### src/rtl/mem_wb_reg_pkg.sv
// Shared MIPS core constants: instruction codes, datapath width and link offset.
// Also provides classification helpers used by the MEM/WB register.
package mem_wb_reg_pkg;

    localparam int XLEN        = 32;
    localparam int LINK_OFFSET = 8;

    localparam logic [7:0] NOP_CODE = 8'h00;
    localparam logic [7:0] ADD      = 8'h01;
    localparam logic [7:0] ADDU     = 8'h02;
    localparam logic [7:0] SUB      = 8'h03;
    localparam logic [7:0] SUBU     = 8'h04;
    localparam logic [7:0] AND_I    = 8'h05;
    localparam logic [7:0] OR_I     = 8'h06;
    localparam logic [7:0] XOR_I    = 8'h07;
    localparam logic [7:0] NOR_I    = 8'h08;
    localparam logic [7:0] SLT      = 8'h09;
    localparam logic [7:0] SLTU     = 8'h0A;
    localparam logic [7:0] SLL      = 8'h0B;
    localparam logic [7:0] SRL      = 8'h0C;
    localparam logic [7:0] SRA      = 8'h0D;
    localparam logic [7:0] SLLV     = 8'h0E;
    localparam logic [7:0] SRLV     = 8'h0F;
    localparam logic [7:0] SRAV     = 8'h10;
    localparam logic [7:0] ADDI     = 8'h11;
    localparam logic [7:0] ADDIU    = 8'h12;
    localparam logic [7:0] SLTI     = 8'h13;
    localparam logic [7:0] SLTIU    = 8'h14;
    localparam logic [7:0] ANDI     = 8'h15;
    localparam logic [7:0] ORI      = 8'h16;
    localparam logic [7:0] XORI     = 8'h17;
    localparam logic [7:0] LUI      = 8'h18;
    localparam logic [7:0] MULT     = 8'h19;
    localparam logic [7:0] MULTU    = 8'h1A;
    localparam logic [7:0] DIV      = 8'h1B;
    localparam logic [7:0] DIVU     = 8'h1C;
    localparam logic [7:0] MFHI     = 8'h1D;
    localparam logic [7:0] MFLO     = 8'h1E;
    localparam logic [7:0] MTHI     = 8'h1F;
    localparam logic [7:0] MTLO     = 8'h20;
    localparam logic [7:0] BEQ      = 8'h21;
    localparam logic [7:0] BNE      = 8'h22;
    localparam logic [7:0] BGEZ     = 8'h23;
    localparam logic [7:0] BGTZ     = 8'h24;
    localparam logic [7:0] BLEZ     = 8'h25;
    localparam logic [7:0] BLTZ     = 8'h26;
    localparam logic [7:0] BGEZAL   = 8'h27;
    localparam logic [7:0] BLTZAL   = 8'h28;
    localparam logic [7:0] J        = 8'h29;
    localparam logic [7:0] JAL      = 8'h2A;
    localparam logic [7:0] JR       = 8'h2B;
    localparam logic [7:0] JALR     = 8'h2C;
    localparam logic [7:0] LB       = 8'h2D;
    localparam logic [7:0] LBU      = 8'h2E;
    localparam logic [7:0] LH       = 8'h2F;
    localparam logic [7:0] LHU      = 8'h30;
    localparam logic [7:0] LW       = 8'h31;
    localparam logic [7:0] SB       = 8'h32;
    localparam logic [7:0] SH       = 8'h33;
    localparam logic [7:0] SW       = 8'h34;
    localparam logic [7:0] SYSCALL  = 8'h35;
    localparam logic [7:0] BREAK    = 8'h36;
    localparam logic [7:0] ERET     = 8'h37;
    localparam logic [7:0] MFC0     = 8'h38;
    localparam logic [7:0] MTC0     = 8'h39;

    function automatic logic is_load(input logic [7:0] code);
        return (code == LB) || (code == LBU) || (code == LH) ||
               (code == LHU) || (code == LW);
    endfunction

    function automatic logic is_link(input logic [7:0] code);
        return (code == JAL) || (code == JALR) ||
               (code == BLTZAL) || (code == BGEZAL);
    endfunction

    // Instructions that never write a GPR, even if decode raised reg_we.
    function automatic logic never_writes(input logic [7:0] code);
        case (code)
            SB, SH, SW,
            BEQ, BNE, BGEZ, BGTZ, BLEZ, BLTZ, J, JR,
            MTHI, MTLO, SYSCALL, BREAK, ERET: return 1'b1;
            default:                          return 1'b0;
        endcase
    endfunction

endpackage

### src/rtl/mem_wb_reg_load_align.sv
// Combinational load aligner: picks the addressed byte/halfword from the raw
// memory word (little-endian), extends it, and flags misaligned accesses.
module load_align
    import mem_wb_reg_pkg::*;
#(
    parameter int XLEN_P = 32
) (
    input  logic [7:0]        inst_name,
    input  logic [1:0]        offset,
    input  logic [XLEN_P-1:0] raw,
    output logic [XLEN_P-1:0] aligned,
    output logic              misaligned
);

    logic [7:0]  byte_sel;
    logic [15:0] half_sel;

    always_comb begin
        case (offset)
            2'd0:    byte_sel = raw[7:0];
            2'd1:    byte_sel = raw[15:8];
            2'd2:    byte_sel = raw[23:16];
            default: byte_sel = raw[31:24];
        endcase
        half_sel = offset[1] ? raw[31:16] : raw[15:0];
    end

    always_comb begin
        aligned    = raw;
        misaligned = 1'b0;
        case (inst_name)
            LB:  aligned = {{(XLEN_P-8){byte_sel[7]}}, byte_sel};
            LBU: aligned = {{(XLEN_P-8){1'b0}}, byte_sel};
            LH: begin
                aligned    = {{(XLEN_P-16){half_sel[15]}}, half_sel};
                misaligned = offset[0];
            end
            LHU: begin
                aligned    = {{(XLEN_P-16){1'b0}}, half_sel};
                misaligned = offset[0];
            end
            LW: misaligned = (offset != 2'd0);
            default: ;
        endcase
    end

endmodule

### src/rtl/mem_wb_reg.sv
// MEM/WB pipeline register: aligns loads, selects GPR write data, qualifies the
// write enable, and applies flush/stall. Optional macro MEM_WB_RETIRE_CNT_EN.
module mem_wb_reg
    import mem_wb_reg_pkg::*;
#(
    parameter logic [7:0] NOP_CODE = 8'h00,
    parameter int         XLEN     = 32
) (
    input  logic            clk,
    input  logic            rst_n,
    input  logic            stall,
    input  logic            flush,
    input  logic            mem_valid,
    input  logic [7:0]      mem_inst_name,
    input  logic [XLEN-1:0] mem_pc,
    input  logic [XLEN-1:0] mem_alu_result,
    input  logic [XLEN-1:0] mem_rdata,
    input  logic [4:0]      mem_dest,
    input  logic            mem_reg_we,
    output logic            wb_valid,
    output logic [7:0]      wb_inst_name,
    output logic [XLEN-1:0] wb_pc,
    output logic [4:0]      wb_dest,
    output logic            wb_we,
    output logic [XLEN-1:0] wb_wdata,
    output logic            wb_adel
`ifdef MEM_WB_RETIRE_CNT_EN
    ,
    output logic [31:0]     retire_cnt
`endif
);

    logic [XLEN-1:0] aligned_p0;
    logic            misaligned_p0;
    logic            load_p0;
    logic            we_p0;
    logic            adel_p0;
    logic [XLEN-1:0] wdata_p0;

    load_align #(.XLEN_P(XLEN)) u_load_align (
        .inst_name  (mem_inst_name),
        .offset     (mem_alu_result[1:0]),
        .raw        (mem_rdata),
        .aligned    (aligned_p0),
        .misaligned (misaligned_p0)
    );

    always_comb begin
        load_p0 = is_load(mem_inst_name);
        adel_p0 = mem_valid & load_p0 & misaligned_p0;
        we_p0   = mem_valid & mem_reg_we & (mem_dest != 5'd0) &
                  ~adel_p0 & ~never_writes(mem_inst_name);
        if (load_p0)
            wdata_p0 = aligned_p0;
        else if (is_link(mem_inst_name))
            wdata_p0 = mem_pc + XLEN'(LINK_OFFSET);
        else
            wdata_p0 = mem_alu_result;
    end

    // ---- stage boundary: MEM -> WB ----
    always_ff @(posedge clk or negedge rst_n) begin
        if (!rst_n) begin
            wb_valid     <= 1'b0;
            wb_inst_name <= NOP_CODE;
            wb_pc        <= '0;
            wb_dest      <= '0;
            wb_we        <= 1'b0;
            wb_wdata     <= '0;
            wb_adel      <= 1'b0;
        end else if (flush || (!stall && !mem_valid)) begin
            wb_valid     <= 1'b0;
            wb_inst_name <= NOP_CODE;
            wb_pc        <= '0;
            wb_dest      <= '0;
            wb_we        <= 1'b0;
            wb_wdata     <= '0;
            wb_adel      <= 1'b0;
        end else if (!stall) begin
            wb_valid     <= 1'b1;
            wb_inst_name <= mem_inst_name;
            wb_pc        <= mem_pc;
            wb_dest      <= mem_dest;
            wb_we        <= we_p0;
            wb_wdata     <= wdata_p0;
            wb_adel      <= adel_p0;
        end
    end

`ifdef MEM_WB_RETIRE_CNT_EN
    // Counts entries leaving WB; a later flush only affects the incoming entry.
    always_ff @(posedge clk or negedge rst_n) begin
        if (!rst_n)
            retire_cnt <= '0;
        else if (wb_valid && !wb_adel && !stall)
            retire_cnt <= retire_cnt + 32'd1;
    end
`endif

endmodule

### config.mk
export PLATFORM = sky130hd
export DESIGN_NAME = mem_wb_reg
export DESIGN_NICKNAME = d
export VERILOG_FILES = /design/src/rtl/mem_wb_reg_pkg.sv /design/src/rtl/mem_wb_reg_load_align.sv /design/src/rtl/mem_wb_reg.sv
export SDC_FILE = /design/constraint.sdc
export NUM_CORES = 1
export LEC_CHECK = 0
export CAP_MARGIN = 20
export CORE_UTILIZATION = 30
export CTS_CLUSTER_SIZE = 28
export DETAILED_ROUTE_END_ITERATION = 10
export SLEW_MARGIN = 20
export SYNTH_ARGS = -nofsm -noshare
export SYNTH_HDL_FRONTEND = slang
export SYNTH_SLANG_ARGS = --single-unit
### constraint.sdc
create_clock -name clk -period 1.3 [get_ports clk]
set_input_delay 0.195 -clock clk [delete_from_list [all_inputs] [get_ports clk]]
set_output_delay 0.195 -clock clk [all_outputs]
set_load 0.1 [all_outputs]
==> PnR_summary.wiki <==
{| class="wikitable"
! Metric !! Value
|-
| Multi-input gate area in the final layout || 3590 µm²
|-
| Final Max Slew Viols || 0
|-
| Post-route setup slack || -0.403 ns
|-
| Crit Path Category || in -> reg
|-
| Mapped Area || 4930 µm²
|-
| Sequential cell area fraction in the yosys report || 40.6%
|-
| Main synth FF type || sky130_fd_sc_hd__dfrtp_1
|-
| Number of inserted filler cells in the final layout || 1168
|-
| Number of global-route vias before repair || 6415
|-
| Post-route cell area || 10800 µm²
|-
| Sequential cell area in the final layout || 2000 µm²
|-
| Avg Cell Area, Syn || 9.65 µm²
|-
| Num CTS Buffers || 9
|-
| Total of endpoints with negative setup slack in the final report || 34
|-
| Most numerous cell on the critical path || sky130_fd_sc_hd__buf_6
|-
| Failing checks || setup timing
|-
| Ant. Diodes || 0
|-
| Top-area cell type share of the netlist area || 40.6%
|-
| Transition time of the tightest slew-check pin || 0.420 ns
|-
| Starting utilization of the core area || 30.9%
|-
| Number of antenna violations at the first check in global routing || 0
|-
| Largest stage delay on the critical path || 0.57 ns
|-
| Global-route usage over all layers || 30.5%
|-
| Final core utilization || 67.5%
|-
| Required time worst endpoint || 1.52 ns
|-
| Number of nets in the layout || 994
|-
| Routability Congestion || 0.960
|-
| Maximum buffer depth of the clock tree || 2
|-
| Synthesized netlist net count || 627
|-
| Residual DRC count || 0
|-
| Core region area || 15900 µm²
|-
| Post-synth cell types || 66
|-
| Total die area || 17000 µm²
|-
| Fin. Hold Viols || 0
|-
| Number of non-filler instances in the completed layout || 1099
|-
| Ratio of cells with drive above 1 in the final layout || 51.8%
|-
| Post-synth EDFFs || 0
|-
| Final routed wirelength across all metal layers || 25300 µm
|-
| Number of primary I/O pins || 195
|-
| Arrival time reported for the critical path endpoint || 1.93 ns
|-
| Crit path capture type || flip-flop
|-
| Root buffer selected by CTS || sky130_fd_sc_hd__clkbuf_16
|-
| Area contributors post-synth || sky130_fd_sc_hd__dfrtp_1 (41%), sky130_fd_sc_hd__a22o_1 (7.8%), sky130_fd_sc_hd__mux4_2 (3.7%)
|-
| Layout-stage area growth over the synthesis result || 118%
|-
| Count of placed standard cells including taps || 1053
|-
| Clock latency on the worst-skew pair || 0.35 ns
|-
| H-tree depth || 3
|-
| Horizontal extent of the die || 130 µm
|-
| Sum of overflow across all layers after global routing || 0
|-
| Area of placed instances || 9270 µm²
|-
| Flip-flop and latch count after synthesis || 80
|-
| Number of standard-cell rows in the floorplan || 46
|-
| Routed len/inst || 23.1 µm
|-
| First-pass GRT wire length || 37900 µm
|-
| Number of buffers inserted by port buffering || 194
|-
| Kind of start point of the critical path || input port
|-
| Total via count after detailed routing || 6292
|-
| First DRT Iteration DRCs || 479
|-
| Most instantiated cells after synthesis || sky130_fd_sc_hd__dfrtp_1 (80), sky130_fd_sc_hd__a22o_1 (44), sky130_fd_sc_hd__nand2_1 (41)
|-
| Worst voltage drop across the vdd grid || 0.634 mV
|-
| Routed via count divided by cell count || 5.73
|-
| Synth warn || 0
|-
| Max Fclk || 587 MHz
|-
| Final Skew || 0 ns
|-
| Count leader, synth || sky130_fd_sc_hd__dfrtp_1
|-
| Post-CTS clock slew at the launch and capture registers of the worst setup and hold paths || 0.07 ns
|-
| CTS tree || built
|-
| Number of cells produced by synthesis || 511
|-
| Tightest slew margin relative to the limit || 72.0%
|-
| PD cells || 743 nW/µm²
|-
| Detail Route Antenna Nets || 0
|-
| Class of the tightest hold or removal check || in -> reg
|-
| Standby leakage power || 4.66 nW
|-
| Half-perimeter wire length after detailed placement || 18500 µm
|-
| Number of sinks handled by clock tree synthesis || 80
|-
| Outcome || finished, violations left
|-
| TritonRoute pass-1 iters || 5
|-
| Count of max-cap constraint violations || 0
|-
| Series of cell instances along the critical path || buf_6 > or4b_4 > buf_12 > buf_6 > buf_6 > nor2_4 > buf_8 > mux2i_4 > o221ai_2
|-
| Most area-hungry cell type in the Yosys netlist || sky130_fd_sc_hd__dfrtp_1
|-
| Min cycle time layout || 1.70 ns
|-
| Die boundary height || 130 µm
|-
| Setup repair after global routing missed its margin || true
|-
| Largest fanout on the critical path || 6
|-
| Tcrit/Tclk final || 131%
|-
| Cell with the biggest individual delay on the critical path || sky130_fd_sc_hd__or4b_4
|-
| Largest net degree at the start of global routing || 28
|-
| Asr flop ratio synth || 100%
|}
metal layers:
| layer | wire, µm | GRT usage [%] | part of all wire [%] | vias up |
|---|---|---|---|---|
| li1 | - | - | - | 2765 |
| met1 | 10600 | 40.1 | 42 | 3154 |
| met2 | 12000 | 47.4 | 47 | 314 |
| met3 | 1850 | 7.26 | 7.3 | 59 |
| met4 | 937 | 14.4 | 3.7 | 0 |
| met5 | 0 | 0 | 0 | - |
critical path: cells and delay by family:
| kind | cells | cell delay [ns] |
|---|---|---|
| AO/OA/AOI/OAI | 1 | 0.11 |
| multiplexers | 1 | 0.28 |
| buffers and inverters | 5 | 0.66 |
| AND/OR/NAND/NOR | 2 | 0.67 |
metrics by stage:
step,hold WS [ns],setup slack [ns],total power (W),TNS [ns]
6_report,0.190,-0.403,0.00800,-10.69
5_1_grt,0.184,-0.412,0.00828,-10.93
4_1_cts,0.173,-0.386,0.00798,-10.82
3_5_place_dp,0.154,-1.20,0.00535,-53.23
3_3_place_gp,0.149,-1.16,0.00534,-51.85
2_1_floorplan,-0.101,-0.464,0.00385,-12.82
final timing paths:
kind	startpoint	end	slack (ns)	depth (start not counted)
min in group asynchronous	rst_n	wb_pc[27]	0.33	2
worst max-delay path	mem_inst_name[4]	wb_wdata[9]	-0.40	9
worst max register to register	wb_wdata[15]	wb_wdata[15]	0.41	1
worst min-delay path	mem_inst_name[5]	wb_inst_name[5]	0.19	3
max in group asynchronous	rst_n	wb_wdata[4]	0.46	3
worst min register to register	wb_we	wb_we	0.55	2
flip-flops by register name (all words and copies together) (netlist names):
| register | cells |
|---|---|
| wb_wdata | 32 |
| wb_pc | 32 |
| wb_we | 1 |
| wb_dest | 5 |
| wb_inst_name | 8 |
| wb_valid | 1 |
| wb_adel | 1 |
final cells by class:
class | instances | area share, %
multi-input cells | 380 | 33.4
flip-flops and latches | 80 | 18.6
clock inverters | 5 | 0.314
well taps | 216 | 2.51
repair buffers | 398 | 42.7
clock buffers | 11 | 2.16
inverters | 9 | 0.314
power by group:
| group | leakage, nW | internal, W | total, W | switching [W] |
|---|---|---|---|---|
| clock network | 0.126 | 0.00129 | 0.00241 | 0.00111 |
| logic | 3.44 | 0.00129 | 0.00289 | 0.00160 |
| registers | 1.09 | 0.00258 | 0.00271 | 0.000121 |
| total | 4.66 | 0.00517 | 0.00800 | 0.00283 |
placed cells by master, fill, tap and decap left out, types with 9 or more instances in the layout:
master / count
sky130_fd_sc_hd__a21oi_1: 16
sky130_fd_sc_hd__a22o_1: 44
sky130_fd_sc_hd__buf_12: 95
sky130_fd_sc_hd__buf_4: 157
sky130_fd_sc_hd__buf_6: 31
sky130_fd_sc_hd__clkbuf_16: 9
sky130_fd_sc_hd__clkbuf_2: 10
sky130_fd_sc_hd__clkdlybuf4s50_1: 74
sky130_fd_sc_hd__dfrtp_1: 80
sky130_fd_sc_hd__dlymetal6s2s_1: 12
sky130_fd_sc_hd__nand2_1: 34
sky130_fd_sc_hd__nand4_1: 16
sky130_fd_sc_hd__nor2_1: 10
sky130_fd_sc_hd__o21ai_0: 10
sky130_fd_sc_hd__o31ai_2: 13
timing repair:
item	4_1_cts	5_1_grt
hold buffers	1	0
endpoints found under the setup margin	67	34
pin swaps	62	47
cloned	5	0
buffers inserted	27	5
resized for setup	192	81
hold endpoints to repair	24	0
logic make-up (layout without fill, tap and decap cells):
logic type / count (synthesis) / in the layout / share of synthesized area [%]
flops: 80 / 80 / 40.6
compound gates: 191 / 191 / 29.5
xor+xnor: 14 / 14 / 2.49
buf+inv: 52 / 423 / 4.41
mux: 18 / 18 / 5.71
simple gates: 155 / 156 / 17.1
fa+ha+maj: 1 / 1 / 0.254
Power figures use the tool's default switching activity.
